--- config.mk ---
export PLATFORM = sky130hd
export DESIGN_NAME = adsr_step_calc
export DESIGN_NICKNAME = d
export VERILOG_FILES = /design/src/rtl/adsr_step_calc_pkg.sv /design/src/rtl/adsr_step_calc_div.sv /design/src/rtl/adsr_step_calc.sv
export SDC_FILE = /design/constraint.sdc
export NUM_CORES = 2
export LEC_CHECK = 0
export ABC_AREA = 1
export BUFFER_PORTS_ARGS = -buffer_cell sky130_fd_sc_hd__buf_2
export CORE_AREA = 3 3 266 268
export CTS_BUF_LIST = sky130_fd_sc_hd__clkbuf_2 sky130_fd_sc_hd__clkbuf_4 sky130_fd_sc_hd__clkbuf_8
export DETAILED_ROUTE_END_ITERATION = 8
export DIE_AREA = 0 0 269 271
export MAX_ROUTING_LAYER = met4
export PLACE_DENSITY = 0.8
export SYNTH_ARGS = -nofsm -noshare
export SYNTH_HDL_FRONTEND = slang
export SYNTH_HIERARCHICAL = 1
export SYNTH_SLANG_ARGS = --single-unit
--- constraint.sdc ---
create_clock -name clk -period 27.6 [get_ports clk]
set_clock_uncertainty 0.2 [all_clocks]
set_input_delay 1.38 -clock clk [delete_from_list [all_inputs] [get_ports clk]]
set_output_delay 1.38 -clock clk [all_outputs]
set_load 0.005 [all_outputs]
--- src/rtl/adsr_step_calc_pkg.sv ---
// Shared constants, env_mode encoding and FSM state type for the ADSR step calculator.
package adsr_step_calc_pkg;

  localparam logic [31:0] MAX    = 32'h8000_0000;
  localparam logic [31:0] BYPASS = 32'hFFFF_FFFF;
  localparam logic [31:0] ZERO   = 32'h0000_0000;
  localparam logic [31:0] ONE    = 32'h0000_0001;

  localparam logic [1:0] MODE_NORMAL     = 2'b00;
  localparam logic [1:0] MODE_BYPASS     = 2'b01;
  localparam logic [1:0] MODE_MUTE       = 2'b10;
  localparam logic [1:0] MODE_NORMAL_ALT = 2'b11;

  localparam int         NUM_SEG  = 3;
  localparam logic [5:0] DIV_LAST = 6'd32;

  typedef enum logic [2:0] {
    IDLE   = 3'd0,
    LOAD   = 3'd1,
    DIV_A  = 3'd2,
    DIV_D  = 3'd3,
    DIV_R  = 3'd4,
    COMMIT = 3'd5
  } adsr_state_t;

  // Sustain is a Q1.31 amplitude; anything above full scale saturates to 1.0.
  function automatic logic [31:0] clamp_sustain(input logic [31:0] s);
    return (s > MAX) ? MAX : s;
  endfunction

endpackage

--- src/rtl/adsr_step_calc_div.sv ---
// Serial restoring 32/32 unsigned divider: one quotient bit per clock, fixed 32 iterations.
module udiv32_serial
  import adsr_step_calc_pkg::*;
(
  input  logic        clk,
  input  logic        reset,
  input  logic        go,
  input  logic [31:0] dividend,
  input  logic [31:0] divisor,
  output logic        busy,
  output logic        valid,
  output logic [31:0] quotient
);

  logic [31:0] rem_reg, quo_reg, dsr_reg;
  logic [5:0]  count_reg;
  logic        busy_reg, dzero_reg;

  logic [31:0] rem_src, quo_src, dsr_src;
  logic [32:0] trial;
  logic        fits;
  logic [31:0] rem_next, quo_next;

  // The issue edge already performs the first iteration, so the result is
  // ready 32 edges after go and the caller sees it in its 33rd cycle.
  always_comb begin
    rem_src  = busy_reg ? rem_reg : ZERO;
    quo_src  = busy_reg ? quo_reg : dividend;
    dsr_src  = busy_reg ? dsr_reg : divisor;
    trial    = {rem_src, quo_src[31]};
    fits     = (trial >= {1'b0, dsr_src});
    rem_next = fits ? 32'(trial - {1'b0, dsr_src}) : trial[31:0];
    quo_next = {quo_src[30:0], fits};
  end

  always_ff @(posedge clk or posedge reset) begin
    if (reset) begin
      rem_reg   <= ZERO;
      quo_reg   <= ZERO;
      dsr_reg   <= ZERO;
      count_reg <= '0;
      busy_reg  <= 1'b0;
      dzero_reg <= 1'b0;
    end else if (!busy_reg) begin
      if (go) begin
        rem_reg   <= rem_next;
        quo_reg   <= quo_next;
        dsr_reg   <= divisor;
        dzero_reg <= (divisor == ZERO);
        count_reg <= 6'd1;
        busy_reg  <= 1'b1;
      end
    end else if (count_reg == DIV_LAST) begin
      busy_reg <= 1'b0;
    end else begin
      rem_reg   <= rem_next;
      quo_reg   <= quo_next;
      count_reg <= count_reg + 6'd1;
    end
  end

  assign busy     = busy_reg;
  assign valid    = busy_reg && (count_reg == DIV_LAST);
  assign quotient = dzero_reg ? BYPASS : quo_reg;

endmodule

--- src/rtl/adsr_step_calc.sv ---
// Converts ADSR segment times into per-clock Q1.31 step increments using one shared serial divider.
module adsr_step_calc
  import adsr_step_calc_pkg::*;
#(
  parameter int CLKS_PER_MS = 100000
) (
  input  logic        clk,
  input  logic        reset,
  input  logic        start,
  input  logic [14:0] attack_ms,
  input  logic [14:0] decay_ms,
  input  logic [14:0] release_ms,
  input  logic [31:0] sustain_in,
  input  logic [1:0]  env_mode,
  output logic [31:0] attack_step_value,
  output logic [31:0] decay_step_value,
  output logic [31:0] release_step_value,
  output logic [31:0] sustain_level,
  output logic        ready,
  output logic        done
);

  localparam logic [31:0] CLKS_U = 32'(CLKS_PER_MS);

  adsr_state_t state_reg, state_next;

  logic [14:0] ms_in       [NUM_SEG];
  logic [14:0] ms_reg      [NUM_SEG];
  logic [31:0] cycles_reg  [NUM_SEG];
  logic [31:0] step_sh_reg [NUM_SEG];
  logic [31:0] seg_value   [NUM_SEG];
  logic [31:0] sus_in_reg, sus_reg;
  logic [1:0]  mode_reg;
  logic [5:0]  cnt_reg;

  logic        accept, in_div, div_last, capture;
  logic [1:0]  seg_sel;
  logic [31:0] num_sel, den_sel, step_result;
  logic        div_go, div_busy, div_valid;
  logic [31:0] div_quotient;

  assign ms_in[0] = attack_ms;
  assign ms_in[1] = decay_ms;
  assign ms_in[2] = release_ms;

  assign ready  = (state_reg == IDLE);
  assign accept = ready && start;

  always_comb begin
    in_div  = 1'b1;
    seg_sel = 2'd0;
    case (state_reg)
      DIV_A:   seg_sel = 2'd0;
      DIV_D:   seg_sel = 2'd1;
      DIV_R:   seg_sel = 2'd2;
      default: in_div  = 1'b0;
    endcase
  end

  always_comb begin
    case (seg_sel)
      2'd0: begin
        num_sel = MAX;
        den_sel = cycles_reg[0];
      end
      2'd1: begin
        num_sel = MAX - sus_reg;
        den_sel = cycles_reg[1];
      end
      default: begin
        num_sel = sus_reg;
        den_sel = cycles_reg[2];
      end
    endcase
  end

  // A zero-length segment skips the divider but still occupies its 33 cycles.
  assign div_last    = in_div && (cnt_reg == DIV_LAST);
  assign div_go      = in_div && (cnt_reg == 6'd0) && (den_sel != ZERO) && !div_busy;
  assign capture     = div_last && ((den_sel == ZERO) || div_valid);
  assign step_result = (den_sel == ZERO)      ? MAX :
                       (div_quotient == ZERO) ? ONE : div_quotient;

  udiv32_serial u_div (
    .clk      (clk),
    .reset    (reset),
    .go       (div_go),
    .dividend (num_sel),
    .divisor  (den_sel),
    .busy     (div_busy),
    .valid    (div_valid),
    .quotient (div_quotient)
  );

  always_comb begin
    state_next = state_reg;
    case (state_reg)
      IDLE:    if (start) state_next = LOAD;
      LOAD:    state_next = DIV_A;
      DIV_A:   if (div_last) state_next = DIV_D;
      DIV_D:   if (div_last) state_next = DIV_R;
      DIV_R:   if (div_last) state_next = COMMIT;
      COMMIT:  state_next = IDLE;
      default: state_next = IDLE;
    endcase
  end

  always_ff @(posedge clk or posedge reset) begin
    if (reset) begin
      state_reg <= IDLE;
      cnt_reg   <= '0;
    end else begin
      state_reg <= state_next;
      cnt_reg   <= (in_div && !div_last) ? cnt_reg + 6'd1 : 6'd0;
    end
  end

  always_ff @(posedge clk or posedge reset) begin
    if (reset) begin
      sus_in_reg <= ZERO;
      mode_reg   <= MODE_NORMAL;
      sus_reg    <= ZERO;
    end else begin
      if (accept) begin
        sus_in_reg <= sustain_in;
        mode_reg   <= env_mode;
      end
      if (state_reg == LOAD) sus_reg <= clamp_sustain(sus_in_reg);
    end
  end

  genvar gi;
  generate
    for (gi = 0; gi < NUM_SEG; gi++) begin : g_seg
      if (gi == 0) begin : g_attack
        assign seg_value[gi] = (mode_reg == MODE_BYPASS) ? BYPASS :
                               (mode_reg == MODE_MUTE)   ? ZERO   : step_result;
      end else begin : g_plain
        assign seg_value[gi] = step_result;
      end

      always_ff @(posedge clk or posedge reset) begin
        if (reset) begin
          ms_reg[gi]      <= '0;
          cycles_reg[gi]  <= ZERO;
          step_sh_reg[gi] <= MAX;
        end else begin
          if (accept) ms_reg[gi] <= ms_in[gi];
          if (state_reg == LOAD) cycles_reg[gi] <= 32'(ms_reg[gi]) * CLKS_U;
          if (capture && (seg_sel == 2'(gi))) step_sh_reg[gi] <= seg_value[gi];
        end
      end
    end
  endgenerate

  // Outputs only change in COMMIT, so an aborted run can never leak a partial result.
  always_ff @(posedge clk or posedge reset) begin
    if (reset) begin
      attack_step_value  <= BYPASS;
      decay_step_value   <= MAX;
      release_step_value <= MAX;
      sustain_level      <= MAX;
      done               <= 1'b0;
    end else if (state_reg == COMMIT) begin
      attack_step_value  <= step_sh_reg[0];
      decay_step_value   <= step_sh_reg[1];
      release_step_value <= step_sh_reg[2];
      sustain_level      <= sus_reg;
      done               <= 1'b1;
    end else begin
      done <= 1'b0;
    end
  end

endmodule

==> results.toml <==
[routing]
initialDrtViolationCount = 2602
route.detailed.drc = 0
vias_per_cell = 5.306
dr.pass1.iters = 5
routedWlPerCell_microns = 16.46
ant_nets = 0
vias = 30340
wl_mm = 94.13

[logic_synthesis]
yosysWarnings = 6
synth_edf_count = 0
synth_top_area_cell = "dfrtp_1"
synth_common_cells = "nand2_1 (1431), inv_1 (641), dfrtp_1 (492)"
synth.most_common_cell = "nand2_1"
synthArstFlopShare = 1.000
synth_area_leaders = "dfrtp_1 (34%), nand2_1 (15%), ha_1 (12%)"
synth_flop_cell = "dfrtp_1"
avgSynthCellArea_sq_um = 7.940
synth.distinct_cells = 54
syn_inst = 4548
ys_ff_latch = 530
syn_area_sq_um = 36110
ys_seq_area_frac = 0.3686
synth_top_area_frac = 0.3409

[clocking]
tritoncts = "done"
post_cts_resized = 0
insertion_delay_ns = 0.71
cts.sinks = 530
cts_setup_buffers = 0
htreeDepth = 3
cts-root-buf = "clkbuf_8"
hold_buffers = 0
cts_made_buffers = 89
clockBufferDepth = 3
clkTransAtPathRegs_ns = 0.06

[worst_setup_path]
crit_chain = "nand3_2, buf_4, inv_2, nand2_1, nand3_1, nor2_1, nand3_1, nor2_1, nand2_2, inv_1, nor3_1, inv_1, nor2_2, inv_2, nand2_2, buf_4, inv_1, o21ai_0"
critical-path-top-delay-family = "buffers and inverters"
cp.arrival_ns = 7.73
slowest_stage = "inv_1"
crit_path_frequent_cell = "inv_1"
crit_path_max_fanout = 103
crit_type = "reg2reg"
start_kind = "register"
slowest_delay_ns = 0.83
crit_path_end_kind = "register"
worst-path-buf-inv = 7
cp.required_ns = 28.00

[timing]
grt_setup_unrepaired = "false"
finalSetupViolCount = 0
tightest_slew_ns = 1.184
relSlewSlack = 0.2106
setup_tns_ns = 0
slew_viol_final = 0
timing.fmax_mhz = 136.3
post-route-period-util = 0.2658
period_needed_ns = 7.335
finalHoldViolations = 0

[cells_and_area]
final_nets = 5245
n_fill_cell = 6197
seqCellArea_sq_um = 13310
multi_input_area_sq_um = 19640
drive_gt1_frac = 0.1246
layout-area-overhead-vs-synth_pct = 10.27
final_util = 0.5806
largest_register_ffs = 96

[global_routing]
grt_pass1_wl_mm = 153.2
antenna_found_initial = 2
grt_max_degree = 141
overflow = 0
first_global_vias = 29410
track_usage = 0.2680

[floorplan]
die_h_microns = 271
die_area_sq_um = 72900
start_util = 0.5265
std_cell_rows = 96
io_pins = 212
core_sq_um = 68590
die_x_microns = 269

[placed_design]
port_buffers = 211
dp_hpwl_mm = 71.46
gp_congestion = 0.9963

[flow_run]
maxCapViolCount = 0

[outcome]
outcome = "completed"

[worst_hold_path]
worstHoldPathType = "reg2reg"
-- worst min-delay path, delay by kind of cell, from the launching register on --
family           cells  cell delay, ns
DFF                  1            0.37
and+or+nand+nor      2            0.11
-- cell type report --
cell class,count,area share
Sequential cell,530,0.3343
Antenna cell,2,0.0001257
Inverter,653,0.06193
Multi-Input combinational cell,3209,0.4932
Timing Repair Buffer,226,0.02935
Clock buffer,144,0.04396
Clock inverter,23,0.007886
Tap cell,931,0.02925
-- kinds of logic (layout without fill, tap and decap cells) --
kind of cell             Yosys count  after routing  share of synthesized area
AND/OR/NAND/NOR                 2022           2022                     0.2337
buffers and inverters            821           1046                    0.08960
AO/OA/AOI/OAI                    561            561                    0.08568
flip-flops                       530            530                     0.3686
adder cells (fa/ha/maj)          454            454                     0.1787
XOR/XNOR                          85             85                    0.02061
multiplexers                      74             74                    0.02307
other                              1             15                  0.0001038
-- cell usage in the layout, fill, tap and decap left out, types with 13 or more instances in the layout --
cell type,Yosys,routed
clkbuf_8,0,107
xor2_1,50,50
ha_1,351,351
o22ai_1,14,14
nor4_1,39,39
o21bai_1,24,24
conb_1,1,13
buf_4,1,15
nor3_1,26,25
nor2_1,154,154
inv_1,641,639
buf_2,46,211
nand2_1,1431,1428
dfrtp_1,492,491
nand4_1,51,51
o21ai_0,268,267
o211ai_1,31,31
clkbuf_4,0,37
o21ai_1,75,75
xnor2_1,35,35
dfstp_2,38,38
a21oi_1,104,104
or2_2,24,24
nand3_1,252,252
mux2_2,74,74
fa_1,103,103
-- layer usage --
metal,up-vias,GRT usage,share of wire
met5,-,-,0
met3,206,0.04211,0.062
met4,0,0.09849,0.037
met1,14280,0.3557,0.44
li1,14890,-,-
met2,962,0.4160,0.46
-- through the flow --
stage | hold slack (ns) | area, sq um | instances | setup WS [ns]
CTS | 0.2441 | 39820 | 5716 | 20.37
global route | 0.2623 | 39820 | 5718 | 19.34
detailed placement | 0.2524 | 37750 | 5549 | 20.32
finish | 0.2536 | 39820 | 5718 | 20.27
global placement | 0.2490 | 37750 | 5549 | 20.51
floorplan | 0.2409 | 36160 | 4560 | 14.22
-- final timing paths --
check,depth (start not counted),start,slack (ns),end
setup / recovery,18,state_reg[1],20.27,u_div/count_reg[0]
hold / removal,2,step_sh_reg[31],0.25,release_step_value[31]
setup reg to reg,18,state_reg[1],20.27,u_div/count_reg[0]
hold reg to reg,2,step_sh_reg[31],0.25,release_step_value[31]
max in group asynchronous,4,reset,24.13,ms_reg[10]
min in group asynchronous,2,reset,0.49,u_div/rem_reg[19]
Power is not shown: default switching activity piles up to over one toggle a cycle in this logic, so the estimate is an artifact.
